[src/rtl/div_sequencer.sv]
// Control sequencer for the restoring shift-and-subtract divider bitslice array.
// Define DIV_SIGNED_EN to enable sign latching and operand/result negation.
module div_sequencer #(
    parameter int WIDTH = 8
) (
    input  logic Clock,
    input  logic Reset,
    input  logic Start,
    input  logic Op1Sign,
    input  logic Op2Sign,
    input  logic AccCout,
    input  logic DivZero,
    output logic Busy,
    output logic Done,
    output logic DivByZero,
    output logic LoadDivh,
    output logic LoadDivl,
    output logic LoadAcc,
    output logic LoadQuot,
    output logic LoadRem,
    output logic ShiftEn,
    output logic QuotBit,
    output logic InvOp1,
    output logic InvOp2,
    output logic InvRem,
    output logic InvResult,
    output logic Op1InvCin,
    output logic Op2InvCin,
    output logic ResultInvCin
);

    localparam int CW = $clog2(WIDTH) + 1;

    typedef enum logic [2:0] {
        IDLE,
        LOAD,
        CHECK,
        SHIFT,
        SUB,
        FIX,
        DONE
    } state_t;

    state_t        state;
    state_t        next_state;
    logic [CW-1:0] count;
    logic          dbz_flag;
    logic          sign1;
    logic          sign2;

    always_ff @(posedge Clock) begin
        if (Reset) begin
            state    <= IDLE;
            count    <= '0;
            dbz_flag <= 1'b0;
        end else begin
            state <= next_state;
            case (state)
                LOAD: begin
                    count    <= '0;
                    dbz_flag <= 1'b0;
                end
                CHECK:   dbz_flag <= DivZero;
                SUB:     count    <= count + CW'(1);
                default: ;
            endcase
        end
    end

`ifdef DIV_SIGNED_EN
    always_ff @(posedge Clock) begin
        if (Reset) begin
            sign1 <= 1'b0;
            sign2 <= 1'b0;
        end else if (state == IDLE && Start) begin
            sign1 <= Op1Sign;
            sign2 <= Op2Sign;
        end
    end
`else
    // Unsigned-only build: sign inputs are deliberately left unconnected.
    logic unused_signs;
    assign unused_signs = Op1Sign ^ Op2Sign;
    assign sign1 = 1'b0;
    assign sign2 = 1'b0;
`endif

    always_comb begin
        next_state = state;
        Done       = 1'b0;
        DivByZero  = 1'b0;
        LoadDivh   = 1'b0;
        LoadDivl   = 1'b0;
        LoadAcc    = 1'b0;
        LoadQuot   = 1'b0;
        LoadRem    = 1'b0;
        ShiftEn    = 1'b0;
        QuotBit    = 1'b0;
        InvOp1     = 1'b0;
        InvOp2     = 1'b0;
        InvRem     = 1'b0;
        InvResult  = 1'b0;
        case (state)
            IDLE: begin
                if (Start) next_state = LOAD;
            end
            LOAD: begin
                LoadDivh   = 1'b1;
                LoadDivl   = 1'b1;
                LoadRem    = 1'b1;
                InvOp1     = sign1;
                InvOp2     = sign2;
                next_state = CHECK;
            end
            CHECK: begin
                next_state = DivZero ? DONE : SHIFT;
            end
            SHIFT: begin
                ShiftEn    = 1'b1;
                next_state = SUB;
            end
            SUB: begin
                // A negative trial difference restores by simply not loading the remainder.
                LoadAcc    = 1'b1;
                LoadQuot   = 1'b1;
                QuotBit    = AccCout;
                LoadRem    = AccCout;
                next_state = (count == CW'(WIDTH - 1)) ? FIX : SHIFT;
            end
            FIX: begin
                InvResult  = sign1 ^ sign2;
                InvRem     = sign1;
                LoadQuot   = 1'b1;
                LoadRem    = 1'b1;
                next_state = DONE;
            end
            DONE: begin
                Done       = 1'b1;
                DivByZero  = dbz_flag;
                next_state = IDLE;
            end
            default: next_state = IDLE;
        endcase
    end

    assign Busy         = (state != IDLE);
    assign Op1InvCin    = InvOp1;
    assign Op2InvCin    = InvOp2;
    assign ResultInvCin = InvResult;

endmodule

[config.mk]
export PLATFORM = sky130hd
export DESIGN_NAME = div_sequencer
export DESIGN_NICKNAME = d
export VERILOG_FILES = /design/src/rtl/div_sequencer.sv
export SDC_FILE = /design/constraint.sdc
export NUM_CORES = 1
export LEC_CHECK = 0
export ABC_AREA = 1
export BUFFER_PORTS_ARGS = -buffer_cell sky130_fd_sc_hd__clkbuf_2
export CAP_MARGIN = 20
export CELL_PAD_IN_SITES_DETAIL_PLACEMENT = 1
export CELL_PAD_IN_SITES_GLOBAL_PLACEMENT = 1
export CORE_UTILIZATION = 31
export CTS_BUF_LIST = sky130_fd_sc_hd__clkbuf_4
export CTS_CLUSTER_SIZE = 40
export DETAILED_ROUTE_END_ITERATION = 8
export GPL_TIMING_DRIVEN = 0
export PLACE_DENSITY_LB_ADDON = 0.1
export SETUP_SLACK_MARGIN = 0.02
export SLEW_MARGIN = 20
export SYNTH_ARGS = -nofsm -noshare
export SYNTH_HDL_FRONTEND = slang
export SYNTH_SLANG_ARGS = --single-unit
[constraint.sdc]
create_clock -name Clock -period 1.3 [get_ports Clock]
set_input_delay 0.13 -clock Clock [delete_from_list [all_inputs] [get_ports Clock]]
set_output_delay 0.13 -clock Clock [all_outputs]
set_load 0.05 [all_outputs]
# ---- After elaboration in Yosys (flattened, before gate mapping)
# Index checks and enable logic that the tools add are counted.
dict set report word_totals {
  register_bits 8
  in_bits 7
  out_inout_bits 17
  elab_cells 32
}
dict set report op_classes {
  n_addsub 1
  n_eq_ne 8
  n_mux 14
  n_reduce_logical 6
}
# operator count
set ops {}
lappend ops {{case mux 3 bit (6 select lines)} 1}
lappend ops {{== test 3 bit (second input constant)} 3}
lappend ops {{two-way mux 3 bit} 3}
lappend ops {{case mux 4 bit (2 select lines)} 1}
lappend ops {{two-way mux 1 bit} 7}
lappend ops {{== test 3 x 2 -> 1 bit (second input constant)} 2}
lappend ops {{adder 4 x 1 -> 4 bit (second input constant)} 1}
lappend ops {{== test 4 x 3 -> 1 bit (second input constant)} 1}
lappend ops {{case mux 1 bit (2 select lines)} 2}
lappend ops {{nonzero test 2 bit} 2}
lappend ops {{OR reduction 2 bit} 2}
lappend ops {{== test 3 x 1 -> 1 bit (second input constant)} 1}
lappend ops {{zero test 3 bit} 1}
lappend ops {{nonzero test 3 bit} 1}
lappend ops {{inequality test 2 bit (second input constant)} 1}

# ---- Logic depth before layout (Yosys ltp)
dict set report depth {
  ltp_word 3
  ltp_mapped 6
}

# ---- Worst setup path after synthesis
# No wires, ideal clock.
dict set report synth_timing {
  path_type {register to output}
  startpoint {reg state[1]}
  endpoint {out DivByZero}
  t_arrival_ps 2147
  t_required_ps 1170
  setup_slack_ps -977
  stages_incl_launch_ff 4
  n_path_buf 0
  cell_sequence {dfxtp_1 > inv_2 > nor3_1 > and2_1}
}
dict set report synth_via {
  elab_chain_cells 2
}
# item line_no
set synth_rtl {}
lappend synth_rtl {{start: declaration} 44} ;# state_t state;
lappend synth_rtl {{start signal: assignment} 57} ;# state <= next_state;
lappend synth_rtl {{== test 3 bit} 103} ;# case (state)
lappend synth_rtl {{two-way mux 1 bit} 103}
lappend synth_rtl {{end: declaration} 15} ;# output logic DivByZero,
# Every way passes these cells.

# ---- Final worst setup path
dict set report layout_timing {
  startpoint {reg state[0]}
  endpoint {out LoadRem}
}
dict set report layout_via {
  elab_chain_cells 3
}
# item line_no
set layout_rtl {}
lappend layout_rtl {{== test 3 bit / == test 3 x 1 -> 1 bit (equally long branches)} 103}
lappend layout_rtl {{OR reduction 2 bit (no line)} n/a}
lappend layout_rtl {{case mux 1 bit (2 select lines) (*)} 103}
lappend layout_rtl {{end: declaration} 20} ;# output logic LoadRem,
# Every way passes the cells marked *; elsewhere a longest branch is shown, timed or not.

==> metrics.md <==
| Metric | Value |
|---|---|
| Outcome | finished, violations left |
| Post-DP Area | 661 um2 |
| Via-to-Cell Ratio | 4.84 |
| CP arrival | 1.19 ns |
| RePlAce Congestion | 0.796 |
| Initial Utilization | 0.336 |
| Root Driver | clkbuf_4 |
| CTS H-tree lvls | 1 |
| Post-route ant nets | 0 |
| Total number of vias | 605 |
| Max clock buf depth | 2 |
| Row cnt | 14 |
| Max cap viols | 0 |
| Pwr Density | 1460 nW/um2 |
| Die Wd | 42.6 um |
| Synthesis-to-layout area growth | 81.7% |
| Core Region | 1520 um2 |
| Grt ovf | 0 |
| Avg Cell Area, Syn | 6.82 um2 |
| Port Buf Inserts | 14 |
| Busiest grt layer | met2 |
| Crit-path max FO | 7 |
| Vias in the first global route | 659 |
| Clock-pin slew on the worst setup and hold paths | 0.05 ns |
| Warnings, synthesis | 0 |
| Commonest cells after routing, fill and taps aside | 19 x buf_4, 10 x nand2_1, 9 x nand3_1, 7 x conb_1, 7 x buf_8 |
| Number of synthesized register bits | 8 |
| Netlist cell types | 19 |
| Setup violations, final | 2 |
| Final Cycle Share | 1.02 |
| Die H | 42.6 um |
| Share of cells above drive strength 1 | 0.505 |
| Nature of the critical path endpoint | output pin |
| CP startpoint kind | flip-flop |
| Failing checks | setup timing |
| VDD IR max | 0.000975 V |
| Post-detail-place hpwl | 983 um |
| Global-route usage over all layers | 0.216 |
| Final worst setup slack | -0.0227 ns |
| Die ar. | 1820 um2 |
| Required time of the critical path | 1.17 ns |
| Ant. Diodes | 0 |
| First drt pass iteration count | 2 |
| Drt wl/cell | 13.9 um |
| Synth Cell Area | 512 um2 |
| First-pass GRT wire length | 2.93 mm |
| Non-filler cells, final | 125 |
| Inst Count DP | 111 |
| Final hold slack | 0.137 ns |
| Tmin final | 1.32 ns |
| Initial antenna violation count | 0 |
| Met3 usage | 0.0560 |
| Number of CTS-inserted buffers | 3 |
| Clk_lat worst skew | 0.26 ns |
| Largest net degree at the start of global routing | 8 |
| HP Class | in2reg |
| TritonCTS Sinks | 8 |
| Crit path kind | reg2out |
| Clock Skew | 0.00544 ns |
| Seq/Total Area, Yosys | 0.313 |
| Drt first-iter violations | 6 |
| RSZ-0062 raised after global routing | true |
| Max Fclk | 756 MHz |
| Commonest non-fill, non-tap cell in the layout | buf_4 |
| Leakage | 0.437 nW |
| Final Hold Viols | 0 |
| Nets | 119 |
| Finished Cell Area | 930 um2 |
| Met2 Usage GRT | 0.358 |
| I/O pins | 24 |
| CTS tree | done |
| Slew Viols, Final | 0 |
| Routing usage on met1 | 0.257 |
| DRC | 0 |
| Routed WL | 1.74 mm |
| Synth Instances | 75 |
-- final timing paths --
check / start / end / slack, ns / cells after the start
max: state[0] / LoadRem / -0.02 / 4
min: Reset / count[1] / 0.14 / 2
max reg2reg: state[0] / count[1] / 0.05 / 7
min reg2reg: dbz_flag / dbz_flag / 0.49 / 2
-- Yosys cell counts (all sizes together) --
master | n | area (um2)
a21boi | 1 | 7.51
a21oi | 6 | 30.0
and2 | 1 | 6.26
buf | 8 | 60.1
conb | 1 | 3.75
dfxtp | 8 | 160
ha | 1 | 12.5
inv | 9 | 33.8
nand2 | 13 | 56.3
nand3 | 10 | 55.1
nand4 | 2 | 12.5
nor2 | 9 | 41.3
nor3 | 2 | 10.0
o211ai | 1 | 7.51
o21ai | 3 | 15.0
-- worst max-delay path, cell delays in order, from the launching register on --
cell and delay [ns]:
dfxtp_4 0.39, nor2_4 0.13, nand2_4 0.10, o21ai_4 0.15
buf_8 0.16
-- timing repair --
item | 4_1_cts | 5_1_grt
hold buffers | 0 | 0
pin swaps | 6 | 2
setup buffers | 11 | 0
cloned | 0 | 0
gates resized for setup | 34 | 13
setup endpoints to repair | 10 | 10
-- per-stage QoR --
stage                util  power [mW]  setup TNS (ns)  worst slack (ns)
global route        0.610        1.41          -0.236           -0.0628
detailed placement  0.433       0.873         -0.0568           -0.0568
finish              0.610        1.35         -0.0311           -0.0227
CTS                 0.587        1.27        -0.00117          -0.00117
global placement    0.433       0.868         -0.0460           -0.0460
floorplan               -       0.774          -0.235            -0.188
-- power breakdown --
group | internal [mW] | switching, mW
Clock | 0.106 | 0.0892
Combinational | 0.315 | 0.497
Sequential | 0.281 | 0.0669
Total | 0.701 | 0.653
-- sequential cells by signal (all words and copies together), names as in the netlist --
signal	cells
count	4
state	3
dbz_flag	1
-- cell families after synthesis --
group	count (synthesis)	share of synthesized area
DFF	8	0.313
and+or+nand+nor	37	0.355
adders and majority gates	1	0.0244
other	1	0.00733
AOI/OAI and AO/OA	11	0.117
buffers and inverters	17	0.183
-- cell type report --
class | instances | area [um2]
fillers | 199 | 594
multi-input cells | 56 | 352
repair buffers | 25 | 244
flip-flops and latches | 8 | 171
plain buffers | 8 | 67.6
inverters | 9 | 52.6
clock buffers | 3 | 22.5
well taps | 16 | 20.0
-- metal layers --
metal	routed length (um)	part of all wire
met4	14	0.0080
met5	0	0
met2	922	0.53
met1	737	0.42
met3	65	0.037
Note: power is estimated with default switching activity, not from simulation.
